### config.mk
export PLATFORM = sky130hd
export DESIGN_NAME = node_addr_translator
export DESIGN_NICKNAME = d
export VERILOG_FILES = /design/src/rtl/node_addr_translator.sv
export SDC_FILE = /design/constraint.sdc
export NUM_CORES = 1
export LEC_CHECK = 0
export CELL_PAD_IN_SITES_DETAIL_PLACEMENT = 0
export CELL_PAD_IN_SITES_GLOBAL_PLACEMENT = 1
export CORE_AREA = 2 2 149 151
export CTS_CLUSTER_SIZE = 16
export DETAILED_ROUTE_END_ITERATION = 16
export DIE_AREA = 0 0 151 153
export PLACE_DENSITY = 0.81
export SETUP_SLACK_MARGIN = 0.15
export SLEW_MARGIN = 20
export SYNTH_ARGS = -nofsm -noshare
export SYNTH_HDL_FRONTEND = slang
export SYNTH_SLANG_ARGS = --single-unit
### constraint.sdc
create_clock -name CLK -period 9.7 [get_ports CLK]
set_input_delay 1.94 -clock CLK [delete_from_list [all_inputs] [get_ports CLK]]
set_output_delay 1.94 -clock CLK [all_outputs]
set_load 0.02 [all_outputs]
### src/rtl/node_addr_translator.sv
// Node-relative to physical address translator for the NoC memory controller.
// Maps node word addresses into the private or shared window and queues them for the memory port.
module node_addr_translator #(
   parameter int X_BITS      = 2,
   parameter int Y_BITS      = 2,
   parameter int LOCAL_BITS  = 10,
   parameter int SHARED_BITS = 9,
   parameter int ADDR_W      = 32,
   parameter int DEPTH       = 4,
   parameter bit STRICT      = 1'b1
) (
   input  logic                     CLK,
   input  logic                     RESET,
   input  logic [X_BITS+Y_BITS-1:0] NODEADDRESS,
   input  logic                     REQ_VALID,
   output logic                     REQ_READY,
   input  logic [ADDR_W-1:0]        REQ_ADDR,
   input  logic                     REQ_WRITE,
   output logic                     OUT_VALID,
   input  logic                     OUT_READY,
   output logic [ADDR_W-1:0]        OUT_ADDR,
   output logic                     OUT_WRITE,
   output logic                     OUT_SHARED,
   output logic                     FAULT,
   output logic [ADDR_W-1:0]        FAULT_ADDR,
   input  logic                     FAULT_CLR,
   output logic [15:0]              LOCAL_CNT,
   output logic [15:0]              SHARED_CNT
);

   localparam int PW = $clog2(DEPTH);
   localparam logic [ADDR_W-1:0] L_LIM   = ADDR_W'(1) << LOCAL_BITS;
   localparam logic [ADDR_W-1:0] S_LIM   = ADDR_W'(1) << SHARED_BITS;
   localparam logic [ADDR_W-1:0] WIN_LIM = L_LIM + S_LIM;
   localparam logic [ADDR_W-1:0] SH_BASE = ADDR_W'(1) << (LOCAL_BITS + X_BITS + Y_BITS);

   typedef struct packed {
      logic [ADDR_W-1:0] addr;
      logic              wr;
      logic              sh;
   } ent_t;

   ent_t            mem [DEPTH];
   ent_t            new_ent;
   logic [PW-1:0]   rd_ptr, wr_ptr;
   logic [PW:0]     cnt;
   logic [X_BITS-1:0] node_x;
   logic [Y_BITS-1:0] node_y;
   logic            is_local, oow, drop, accept, push, pop;

   assign node_x = NODEADDRESS[X_BITS+Y_BITS-1:Y_BITS];
   assign node_y = NODEADDRESS[Y_BITS-1:0];

   always_comb begin
      is_local    = REQ_ADDR < L_LIM;
      oow         = REQ_ADDR >= WIN_LIM;
      new_ent.wr  = REQ_WRITE;
      new_ent.sh  = !is_local;
      if (is_local)
         new_ent.addr = (ADDR_W'(node_x) << (LOCAL_BITS + Y_BITS))
                      + (ADDR_W'(node_y) << LOCAL_BITS) + REQ_ADDR;
      else
         new_ent.addr = SH_BASE + ADDR_W'(REQ_ADDR[SHARED_BITS-1:0]);
   end

   // Out-of-window requests still complete the handshake; in strict mode they never reach the FIFO.
   assign drop      = STRICT && oow;
   assign REQ_READY = cnt < (PW+1)'(DEPTH);
   assign OUT_VALID = cnt != '0;
   assign accept    = REQ_VALID && REQ_READY;
   assign push      = accept && !drop;
   assign pop       = OUT_VALID && OUT_READY;

   assign OUT_ADDR   = mem[rd_ptr].addr;
   assign OUT_WRITE  = mem[rd_ptr].wr;
   assign OUT_SHARED = mem[rd_ptr].sh;

   always_ff @(posedge CLK or posedge RESET) begin
      if (RESET) begin
         for (int i = 0; i < DEPTH; i++) mem[i] <= '0;
         rd_ptr     <= '0;
         wr_ptr     <= '0;
         cnt        <= '0;
         FAULT      <= 1'b0;
         FAULT_ADDR <= '0;
         LOCAL_CNT  <= '0;
         SHARED_CNT <= '0;
      end else begin
         if (push) begin
            mem[wr_ptr] <= new_ent;
            wr_ptr      <= wr_ptr + PW'(1);
            if (!new_ent.sh && LOCAL_CNT != 16'hFFFF)  LOCAL_CNT  <= LOCAL_CNT + 16'd1;
            if (new_ent.sh && SHARED_CNT != 16'hFFFF)  SHARED_CNT <= SHARED_CNT + 16'd1;
         end
         if (pop) rd_ptr <= rd_ptr + PW'(1);
         case ({push, pop})
            2'b10:   cnt <= cnt + (PW+1)'(1);
            2'b01:   cnt <= cnt - (PW+1)'(1);
            default: cnt <= cnt;
         endcase
         // A new fault beats a simultaneous clear, and always records its own address then.
         if (accept && drop) begin
            FAULT <= 1'b1;
            if (!FAULT || FAULT_CLR) FAULT_ADDR <= REQ_ADDR;
         end else if (FAULT_CLR) begin
            FAULT      <= 1'b0;
            FAULT_ADDR <= '0;
         end
      end
   end

endmodule

-- Word-level counts from Yosys, hierarchy flattened
Cells that the tools add are included.
- logic and storage cells: 71
- bits in registers: 208
- order comparisons: 6
- bitwise logic cells: 2
- muxes and demuxes: 13
- add/sub/neg operators: 9
- reductions and logical operators: 17
- equality and inequality tests: 5
- operators by type and width (operator ; count):
    $bwmux 136 ; 1
    $mux 32 ; 4
    $mux 34 ; 3
    $bmux 34 s2 ; 1
    $demux 34 s2 ; 1
    $add 15x32->32 ; 1
    $add 16x1->16 const B ; 2
    $ge 32x11->1 const B ; 1
    $lt 32x11->1 const B ; 1
    $ne 16x16->1 const B ; 2
    $add 15x9->16 const A ; 1
    $add 14x12->15 ; 1
    $logic_and 1x1->1 ; 7
    $ge 3x3->1 const B ; 2
    $not 2->3 ; 2
    $pmux 3 s2 ; 1
    $reduce_and 2->1 ; 3
    $add 2x1->2 const B ; 2
    $reduce_bool 2->1 ; 2
    $add 3x1->3 const B ; 1
    $logic_not 1->1 ; 3
    $lt 3x1->1 const B ; 1
    $lt 3x3->1 const B ; 1
    $reduce_bool 3->1 ; 1
    other kinds (6) ; 7

-- Depth between registers and ports, before layout
Gate-level depths: netlist of run 1.
- depth after elaboration: 6
- mapped depth: 11
- depth with buffers taken out: 10

-- Least setup slack after synthesis of run 1
No wires, ideal clock.
- path type: reg-to-output
- start point: reg rd_ptr[0]
- end point: out OUT_ADDR[23]
- buffers on the path: 2
- data arrival time: 1.864 ns
- path slack: 5.896 ns
- cell stages (with the launch flop): 4
- cells stage by stage: dfrtp_1 -> clkbuf_1 -> buf_1 -> mux4_2
- cells in the longest elaborated chain, start to end: 4
- ends and longest elaborated chain (element ; RTL line ; source):
    start: declaration ; 45 ; logic [PW-1:0] rd_ptr, wr_ptr;
    start signal: assignment ; 95 ; if (pop) rd_ptr <= rd_ptr + PW'(1);
    $not 2->3 (not written as such) ; 74 ; assign OUT_ADDR = mem[rd_ptr].addr;
    $bmux 34 s2 ; 74 ;
    $mux 34 (2 in a row) ; - ;
    end: declaration ; 21 ; output logic [ADDR_W-1:0] OUT_ADDR,
No other way between the ends. The select of a mux whose other input is x is not followed.

-- Worst setup path in the final report of run 1
- start point: reg rd_ptr[0]
- end point: out OUT_SHARED
- cells in the longest elaborated chain, start to end: 4
- ends and longest elaborated chain (element ; RTL line ; source):
    $not 2->3 (not written as such) ; 76 ; assign OUT_SHARED = mem[rd_ptr].sh;
    $bmux 34 s2 ; 76 ;
    $mux 34 (not written as such) (2 in a row) ; 76 ;
    end: declaration ; 23 ; output logic OUT_SHARED,
No other way between the ends. The select of a mux whose other input is x is not followed.

==> summary.txt, run 1 <==
Synthesis
  – Synthesized cell area: between 8000 and 9000 um^2
  – Post-synth EDFFs: 0
  – Share of the synthesized area in the top cell type: slightly below 60%
  – Post-synthesis sequential area ratio: between 50% and 60%
  – Synth cell types: 39
  – Ys async rst share: between 90% and 100%
  – Syn Nets: about 690
  – Main area contributors after synthesis: dfrtp_1 (59%), mux4_2 (8.6%), mux2_2 (7.4%)
  – Number of warning messages in the yosys log: 0
  – Syn Inst Count: 631
  – Commonest cells post-synth: dfrtp_1 (208), mux2_2 (58), and2_1 (42)
  – Ys flop type: dfrtp_1
  – Seq cells post-synth: 208
  – Most common cell in the netlist: dfrtp_1
  – Avg Cell Area, Syn: ~14 um^2
  – Synth area leader: dfrtp_1

Timing
  – Clock period minus final worst setup slack: around 4.6 ns
  – Setup Skew: between 0.015 and 0.02 ns
  – Slew Viols, Final: 0
  – Setup TNS: 0 ns
  – PnR worst setup slack: between 5 and 6 ns
  – Final worst-path cycle share: 47.7%
  – Actual slew at the worst max-slew pin: about 0.99 ns
  – Final setup vio count: 0
  – RSZ-0062 raised after global routing: no
  – Max Fclk: between 200 and 250 MHz
  – Hold Violations, Final: 0
  – Slew HR: ~34%
  – Hold Slack: about 0.47 ns

Route
  – Via count: about 5.6k
  – Initial drt markers: 233
  – Via/cell ratio: approximately 5.2
  – Final antenna-violating net count: 0
  – Remaining DRCs: 0
  – First-pass iteration count of the detailed router: 4
  – Per-cell routed wire length: approximately 19 um
  – Drt total wl: 20.4 mm

Setup path
  – Crit path from: rd_ptr[0]
  – Max FO, Critical Path: 36
  – Crit-path slowest cell: mux4_2
  – R2r startpoint: cnt[2]
  – R2r worst-path depth: 4
  – Crit end category: output pin
  – Crit path capture: OUT_SHARED
  – FF-to-FF setup slack: about 7.0 ns
  – Slowest Stage Delay on Critical Path: ~0.66 ns
  – CP arrival: 2.69 ns
  – Required @ worst endpoint: around 7.8 ns
  – CP Class: reg2out
  – Crit path launch type: flip-flop
  – Worst R2R End: mem[117]
  – Critical-path cell list: buf_4 > mux4_2 > clkdlybuf4s50_1

CTS
  – Reg clk slew, reported paths: 0.06 ns
  – Post-CTS resize count: 0
  – # clock sinks: 208
  – TritonCTS clock tree: built
  – CTS buffer count: 22
  – Hold-fix buffers, CTS: 0
  – Root Buffer: clkbuf_16
  – Post-CTS setup buffers: 0
  – H-tree lvl count: 1
  – Max clock buf depth: 3
  – Clk Latency, worst-skew pair: around 0.50 ns

Place
  – HPWL after DPL: roughly 13 mm
  – Buffers added on ports: between 100 and 150
  – Final Wtd Congestion: 0.777
  – Pre-CTS setup slack: 4.94 ns

Status
  – Outcome: complete, no violations

Min path
  – HP Class: reg2reg

Power and ir drop
  – Worst VDD drop: approximately 0.14 mV
  – LEAKAGE: approximately 5.2 nW
  – Power per cell area: between 150 and 200 nW/um^2

Final layout
  – Final Net Count: slightly above 800
  – Area of the multi-input gates: roughly 3500 um^2
  – # fillers: ~1.8k
  – Register area: 5210 um^2
  – Synth-to-Final Area Change: 27.1%
  – Diode count: 0
  – Fraction of layout cells with a size suffix above 1: between 15 and 20%

Global route
  – Tot GR Track Use: 18.2%
  – GRT busiest layer: met2
  – First-pass GRT wire length: ~34 mm
  – Met2 global-route usage: between 20% and 30%
  – Grt ovf: 0
  – Met3 Use GR: 4.81%
  – Largest net degree at the start of global routing: ~130
  – Grt met1 use: 25.4%
  – Initial antenna violation count: 0
  – Vias in the first global route: slightly above 6k

Floorplan
  – Starting Density: roughly two fifths
  – Die Y: around 150 um
  – Row cnt: between 50 and 60
  – DIE WIDTH: around 150 um
  – Die area: around 23,000 um^2
  – Core area: 21,500 um^2
  – Ports: roughly 140

Run
  – Max cap viols: 0
## cell usage in the layout, fill, tap and decap left out, types with 5 or more instances in the layout
cell type,synthesis,routed
dfrtp_1,208,206
clkdlybuf4s50_1,0,142
mux2_2,58,58
and2_1,42,40
nor2b_1,38,37
mux4_2,34,34
nand2_1,33,33
a22o_1,31,31
xnor2_1,26,26
clkbuf_16,0,23
nand4_1,14,14
o21ai_0,14,14
nand3_1,13,13
xor2_1,13,13
ha_1,11,11
and3_1,9,9
inv_1,10,9
nor2_1,7,7
clkinv_2,0,7
nor3_1,6,6
buf_4,3,6
and4_1,5,5
## worst min path at each step
stage | start | to | slack (ns) | cells after the start
floorplan | mem[0] | mem[0] | 0.44 | 2
global placement | mem[13] | mem[13] | 0.46 | 2
detailed placement | cnt[0] | cnt[0] | 0.47 | 1
CTS | cnt[0] | cnt[0] | 0.48 | 1
global route | mem[22] | mem[22] | 0.49 | 1
finish | cnt[0] | cnt[0] | 0.47 | 1
## state kept, by name, summed over array words and instances (netlist names)
register / cells
FAULT: 1
FAULT_ADDR: 32
LOCAL_CNT: 16
SHARED_CNT: 16
cnt: 3
mem: 136
rd_ptr: 2
wr_ptr: 2
## where the power goes
group | internal [mW] | switching (mW)
Sequential | 0.916 | 0.0629
Clock | 0.489 | 0.343
Combinational | 0.189 | 0.202
## layer usage
metal	up-vias	wire, um
met5	-	0
met4	0	276
met3	25	1300
met2	154	9860
met1	2871	8960
li1	2518	-
## critical path, delay by kind of cell (launching register included)
family,cells,cell delay (ns)
flip-flops,1,0.34
multiplexers,1,0.66
buffers and inverters,2,1.16
## per-stage QoR
step | util, % | instance area, um^2 | power, mW | cells
4_1_cts | 52.5 | 11300 | 2.23 | 1064
6_report | 52.5 | 11300 | 2.20 | 1064
2_1_floorplan | - | 8880 | 1.22 | 631
3_5_place_dp | 49.2 | 10600 | 1.39 | 1025
3_3_place_gp | 49.2 | 10600 | 1.38 | 1025
5_1_grt | 52.5 | 11300 | 2.30 | 1064
## cell type report
cell class                      count  share of cell area [%]
Timing Repair Buffer              148                    13.0
Clock inverter                     11                   0.776
Multi-Input combinational cell    379                    31.0
Sequential cell                   208                    46.1
Inverter                           10                   0.399
Clock buffer                       28                    5.62
Tap cell                          280                    3.10
## cells by family (layout without fill, tap and decap cells)
logic type,Yosys count,after routing,share of synthesized area [%]
buffers and inverters,44,197,2.11
flip-flops,208,208,58.6
AND/OR/NAND/NOR,181,181,12.5
XOR/XNOR,39,39,3.85
AO/OA/AOI/OAI,53,53,4.80
multiplexers,93,93,16.1
adder cells (fa/ha/maj),13,13,2.00
Note: power is estimated with default switching activity, not from simulation.
==> run 2, diff against run 1 <==
- clock period: 9.7 -> 4.8 ns (I/O delays scaled with it)
==> run 2 against run 1 <==
Effect of this change: clock skew is 0.00082 ns higher; combinational power is 92% higher; core utilization up 0.67 points; design area rose by 1.3%; global-route usage is 0.48 points lower; via count is 0.43% lower; register-to-register slack worse by 4.9 ns; die area is the same.
==> summary.txt, run 2 (same netlist as run 1, synthesis figures left out) <==
CTS
  – Hold-fix buffers, CTS: 0 (unchanged)
  – Reg clk slew, reported paths: 0.06 ns (about the same)
  – CTS buffer count: 24 (+9.1%)
  – Max clock buf depth: 3 (unchanged)
  – TritonCTS clock tree: built
  – Post-CTS resize count: 0 (unchanged)
  – Root Buffer: clkbuf_16
  – Post-CTS setup buffers: 0 (unchanged)
  – H-tree lvl count: 1 (unchanged)
  – Clk Latency, worst-skew pair: 0.51 ns (about the same)
  – # clock sinks: 208 (unchanged)

Timing
  – Setup Skew: 0.0169 ns (+0.000819 ns)
  – RSZ-0062 raised after global routing: no
  – Max Fclk: ~270 MHz
  – Final worst-path cycle share: between 70% and 80%
  – Hold Violations, Final: 0 (unchanged)
  – Final setup vio count: 0 (unchanged)
  – Setup TNS: 0 ns (unchanged)
  – PnR worst setup slack: 1.05 ns (-4.03 ns)
  – Clock period minus final worst setup slack: 3.75 ns
  – Actual slew at the worst max-slew pin: 0.986 ns (-0.00720 ns)
  – Slew HR: 34.2% (+0.48 points)
  – Slew Viols, Final: 0 (unchanged)

Route
  – First-pass iteration count of the detailed router: 4 (unchanged)
  – Via count: 5,544 (-0.43%)
  – Final antenna-violating net count: 0 (unchanged)
  – Per-cell routed wire length: 18.6 um (-2.9%)
  – Remaining DRCs: 0 (unchanged)
  – Via/cell ratio: 5.19 (-0.90%)
  – Drt total wl: 19.9 mm (-2.5%)
  – Initial drt markers: 269 (+15%)

Global route
  – Largest net degree at the start of global routing: 145 (+9.8%)
  – Tot GR Track Use: 17.8% (-0.48 points)
  – First-pass GRT wire length: 32.5 mm (-3.0%)
  – Vias in the first global route: 6,040 (-1.5%)
  – Initial antenna violation count: 0 (unchanged)
  – Grt ovf: 0 (unchanged)

Setup path
  – CP arrival: 2.79 ns (+0.10 ns)
  – Top delay family on crit path: buffers and inverters
  – Slowest Stage Delay on Critical Path: 0.81 ns (+0.15 ns)
  – Max FO, Critical Path: 19 (-47%)
  – Crit-path slowest cell: dfrtp_2
  – Buf/Inv on CP: 2 (unchanged)
  – Crit end category: output pin
  – Required @ worst endpoint: 3.84 ns (-3.92 ns)
  – Critical-path cell list: buf_4 > mux4_2 > clkdlybuf4s50_1
  – CP Class: reg2out
  – Crit path launch type: flip-flop

Power and ir drop
  – Comb power frac: 16.0% (-1.7 points)
  – NetSw: 1.24 mW (+100%)
  – Seq pwr share: 43.1% (-1.4 points)
  – Power per cell area: 410 nW/um^2 (+110%)
  – Pwr Total: 4.69 mW (+110%)
  – Pint: 3.45 mW (+120%)
  – LEAKAGE: 5.30 nW (+1.3%)
  – Sw frac: 26.4% (-1.2 points)
  – Clk network pwr share: 40.8% (+3.0 points)
  – Worst VDD drop: 0.249 mV (+75%)

Final layout
  – Area of the multi-input gates: 3490 um^2 (unchanged)
  – Commonest non-fill, non-tap cell in the layout: dfrtp_1
  – Diode count: 0 (unchanged)
  – Reg with most FFs: mem
  – Commonest cells after routing, fill and taps aside: dfrtp_1 (206), clkdlybuf4s50_1 (142), mux2_2 (58)
  – Final Net Count: 828 (+0.49%)
  – Fin cells: 1,069 (+0.47%)
  – Fraction of layout cells with a size suffix above 1: 19.5% (+0.13 points)
  – # fillers: 1,760 (-1.0%)
  – Max FFs per register: 136 (unchanged)
  – Register area: 5210 um^2 (unchanged)
  – Synth-to-Final Area Change: 28.7%
  – Final Cell Area: 11,400 um^2 (+1.3%)
  – Largest registers: mem (136), FAULT_ADDR (32)

Min path
  – HP Class: reg2reg

Place
  – Placed insts: 1,027 (+0.20%)
  – Final Wtd Congestion: 0.767 (-1.3%)
  – Area after DPL: 10,600 um^2 (+0.23%)
  – HPWL after DPL: 13.0 mm (-0.63%)
  – Buffers added on ports: 142 (unchanged)
  – Pre-CTS setup slack: 0.983 ns (-3.96 ns)

Floorplan
  – Die Y: 153 um (unchanged)
  – Die area: 23,100 um^2 (unchanged)
  – Core area: 21,500 um^2 (unchanged)
  – Starting Density: 41.3% (unchanged)
  – Ports: 143 (unchanged)
  – DIE WIDTH: 151 um (unchanged)
  – Row cnt: 54 (unchanged)

Status
  – Outcome: complete, no violations

Run
  – Max cap viols: 0 (unchanged)
[run 2: cell count changes in the layout (fill, tap and decap cells not counted)]
| cell | delta |
|---|---|
| clkbuf_16 | +2 |
| clkbuf_8 | -1 |
| bufinv_16 | +3 |
| clkinv_2 | -3 |
| clkinv_4 | +1 |
| buf_12 | +1 |
| clkinvlp_4 | -2 |
| buf_4 | +1 |
| clkbuf_1 | +3 |
[run 2: cell type report]
type	instances	share of cell area [%]
clock buffer	32	5.97
clock inverter	10	1.40
inverter	10	0.361
multi-input combinational	379	30.6
sequential	208	45.6
tap	280	3.07
timing repair buffer	150	13.1
[run 2: final timing paths]
check	startpoint	to	slack (ns)	depth (start not counted)
max	rd_ptr[0]	OUT_ADDR[9]	1.05	3
min	mem[30]	mem[30]	0.48	1
max reg2reg	cnt[2]	mem[48]	2.12	4
min reg2reg	mem[30]	mem[30]	0.48	1
max in group asynchronous	RESET	rd_ptr[0]	2.96	3
min in group asynchronous	RESET	mem[23]	0.80	2
[run 2: through the flow]
step | hold WS, ns | utilization, %
2_1_floorplan | 0.445 | -
3_3_place_gp | 0.455 | 49.3
3_5_place_dp | 0.466 | 49.3
4_1_cts | 0.483 | 53.2
5_1_grt | 0.489 | 53.2
6_report | 0.479 | 53.2
[run 2: routing by layer]
layer  vias to the layer above  wire length [um]  global-route usage (%)
li1                       2537                 -                       -
met1                      2839              8610                    24.2
met4                         0               247                    3.96
met3                        22              1440                    5.13
met5                         -                 0                       0
met2                       146              9600                    28.4
[run 2: power groups by stage]
stage | logic [mW] | registers, mW | clock network, mW
4_1_cts | 0.767 | 2.03 | 1.96
3_3_place_gp | 0.747 | 2.05 | 0
6_report | 0.752 | 2.02 | 1.91
5_1_grt | 0.806 | 2.04 | 2.04
2_1_floorplan | 0.448 | 2.02 | 0
3_5_place_dp | 0.763 | 2.05 | 0
==> run 3, diff against run 2 <==
- CORE_AREA: 2 2 149 151 -> 2 2 153 155
- DIE_AREA: 0 0 151 153 -> 0 0 155 157
- PLACE_DENSITY: 0.81 -> 0.8
- clock period: 4.8 -> 3.2 ns (I/O delays scaled with it)
==> run 3 against run 2 <==
Effect of this change: count of clock-buffer cells in the layout shrank 4; sequential cell count unchanged; via count fell by 0.14%; worst hold slack got worse by 0.063 ns; die area up 5.3%; critical path type unchanged; critical endpoint is now OUT_ADDR[13].
==> summary.txt, run 3 (same netlist as run 1, synthesis figures left out) <==
Place
  – Final Wtd Congestion: 0.753 (-1.8%)
  – HPWL after DPL: 12.7 mm (-2.3%)
  – Pre-CTS setup slack: 0.158 ns (-0.825 ns)
  – Area after DPL: 10,800 um^2 (+1.7%)
  – Buffers added on ports: 142 (unchanged)

Setup path
  – Slowest Stage Delay on Critical Path: 0.60 ns (-0.21 ns)
  – Buf/Inv on CP: 2 (unchanged)
  – Crit path launch type: flip-flop
  – Required @ worst endpoint: 2.56 ns (-1.28 ns)
  – Crit-path slowest cell: clkdlybuf4s50_1
  – Critical-path cell list: buf_8 > mux4_2 > clkdlybuf4s50_1
  – Crit end category: output pin
  – Max FO, Critical Path: 19 (unchanged)
  – CP Class: reg2out
  – Top delay family on crit path: buffers and inverters
  – R2r worst-path depth: 6 (+2)
  – CP arrival: 2.29 ns (-0.50 ns)
  – FF-to-FF setup slack: 1.19 ns (-0.93 ns)
  – R2r startpoint: SHARED_CNT[4]
  – Worst R2R End: SHARED_CNT[3]

CTS
  – Reg clk slew, reported paths: 0.06 ns (about the same)
  – CTS buffer count: 23 (-4.2%)
  – Clk Latency, worst-skew pair: 0.51 ns (about the same)
  – Post-CTS setup buffers: 0 (unchanged)
  – TritonCTS clock tree: built
  – # clock sinks: 208 (unchanged)
  – H-tree lvl count: 1 (unchanged)
  – Max clock buf depth: 3 (unchanged)
  – Hold-fix buffers, CTS: 0 (unchanged)
  – Post-CTS resize count: 2 (+2)
  – Root Buffer: clkbuf_16

Global route
  – Grt ovf: 0 (unchanged)
  – Vias in the first global route: 5,850 (-3.1%)
  – Largest net degree at the start of global routing: 109 (-25%)
  – First-pass GRT wire length: 32.5 mm (-0.19%)
  – Initial antenna violation count: 0 (unchanged)
  – Tot GR Track Use: 16.7% (-1.1 points)

Power and ir drop
  – LEAKAGE: 5.40 nW (+1.8%)
  – Pwr Total: 6.84 mW (+46%)
  – Power per cell area: 593 nW/um^2 (+44%)
  – Worst VDD drop: 0.353 mV (+42%)

Floorplan
  – Row cnt: 55 (+1.9%)
  – Die area: 24,300 um^2 (+5.3%)
  – DIE WIDTH: 155 um (+2.6%)
  – Ports: 143 (unchanged)
  – Core area: 22,500 um^2 (+4.7%)
  – Starting Density: 39.5% (-1.9 points)
  – Die Y: 157 um (+2.6%)

Route
  – Final antenna-violating net count: 0 (unchanged)
  – Initial drt markers: 230 (-14%)
  – Remaining DRCs: 0 (unchanged)
  – Per-cell routed wire length: 18.0 um (-3.0%)
  – Drt total wl: 19.6 mm (-1.3%)
  – Via/cell ratio: 5.09 (-1.9%)
  – Via count: 5,536 (-0.14%)
  – First-pass iteration count of the detailed router: 5 (+1)

Timing
  – Slew Viols, Final: 0 (unchanged)
  – PnR worst setup slack: 0.272 ns (-0.776 ns)
  – Clock period minus final worst setup slack: just under 3 ns
  – Setup Skew: 0.0164 ns (-0.000505 ns)
  – Max Fclk: 342 MHz
  – Setup TNS: 0 ns (unchanged)
  – Actual slew at the worst max-slew pin: 0.669 ns (-0.318 ns)
  – Final setup vio count: 0 (unchanged)
  – Hold Violations, Final: 0 (unchanged)
  – Final worst-path cycle share: 91.5%
  – Slew HR: 55.0% (+21 points)
  – RSZ-0062 raised after global routing: no

Final layout
  – Reg with most FFs: mem
  – Fraction of layout cells with a size suffix above 1: 21.2% (+1.7 points)
  – Commonest non-fill, non-tap cell in the layout: dfrtp_1
  – Largest registers: mem (136), FAULT_ADDR (32)
  – Synth-to-Final Area Change: 29.9%
  – Max FFs per register: 136 (unchanged)
  – Final Cell Area: 11,500 um^2 (+0.94%)
  – Final Net Count: 842 (+1.7%)
  – Commonest cells after routing, fill and taps aside: dfrtp_1 (206), clkdlybuf4s50_1 (140), mux2_2 (58)
  – Diode count: 0 (unchanged)

Min path
  – HP Class: in2async

Run
  – Max cap viols: 0 (unchanged)

Status
  – Outcome: complete, no violations
## run 3: power by group
group / switching (mW) / total [mW] / internal (mW)
clock network: 1.07 / 2.62 / 1.55
registers: 0.144 / 2.92 / 2.78
logic: 0.665 / 1.29 / 0.629
## run 3: cell type report
class	count	area, um^2
flip-flops and latches	208	5210
repair buffers	165	1690
inverters	10	41.3
clock inverters	13	125
fillers	1922	11000
multi-input cells	379	3490
well taps	285	357
clock buffers	28	624
## run 3: stage by stage
stage / instances / util, % / hold slack (ns)
finish: 1088 / 51.3 / 0.415
global route: 1088 / 51.3 / 0.423
CTS: 1088 / 51.2 / 0.401
detailed placement: 1047 / 47.9 / 0.465
global placement: 1047 / 47.9 / 0.458
floorplan: 631 / - / 0.445
## run 3: how the worst max path moves through the flow
stage / startpoint / to / slack (ns) / cells past startpoint
2_1_floorplan: RESET / FAULT / -0.14 / 1
3_3_place_gp: REQ_ADDR[14] / cnt[2] / 0.17 / 11
3_5_place_dp: REQ_ADDR[14] / cnt[1] / 0.16 / 9
4_1_cts: rd_ptr[0] / OUT_ADDR[9] / 0.16 / 3
5_1_grt: rd_ptr[0] / OUT_ADDR[13] / 0.18 / 3
6_report: rd_ptr[0] / OUT_ADDR[13] / 0.27 / 3
## run 3: metal layers
layer | vias to the layer above | GRT usage [%] | wire, um
met2 | 123 | 26.6 | 9120
met5 | - | 0 | 0
li1 | 2546 | - | -
met3 | 25 | 4.74 | 1330
met1 | 2842 | 23.2 | 8910
met4 | 0 | 3.13 | 283
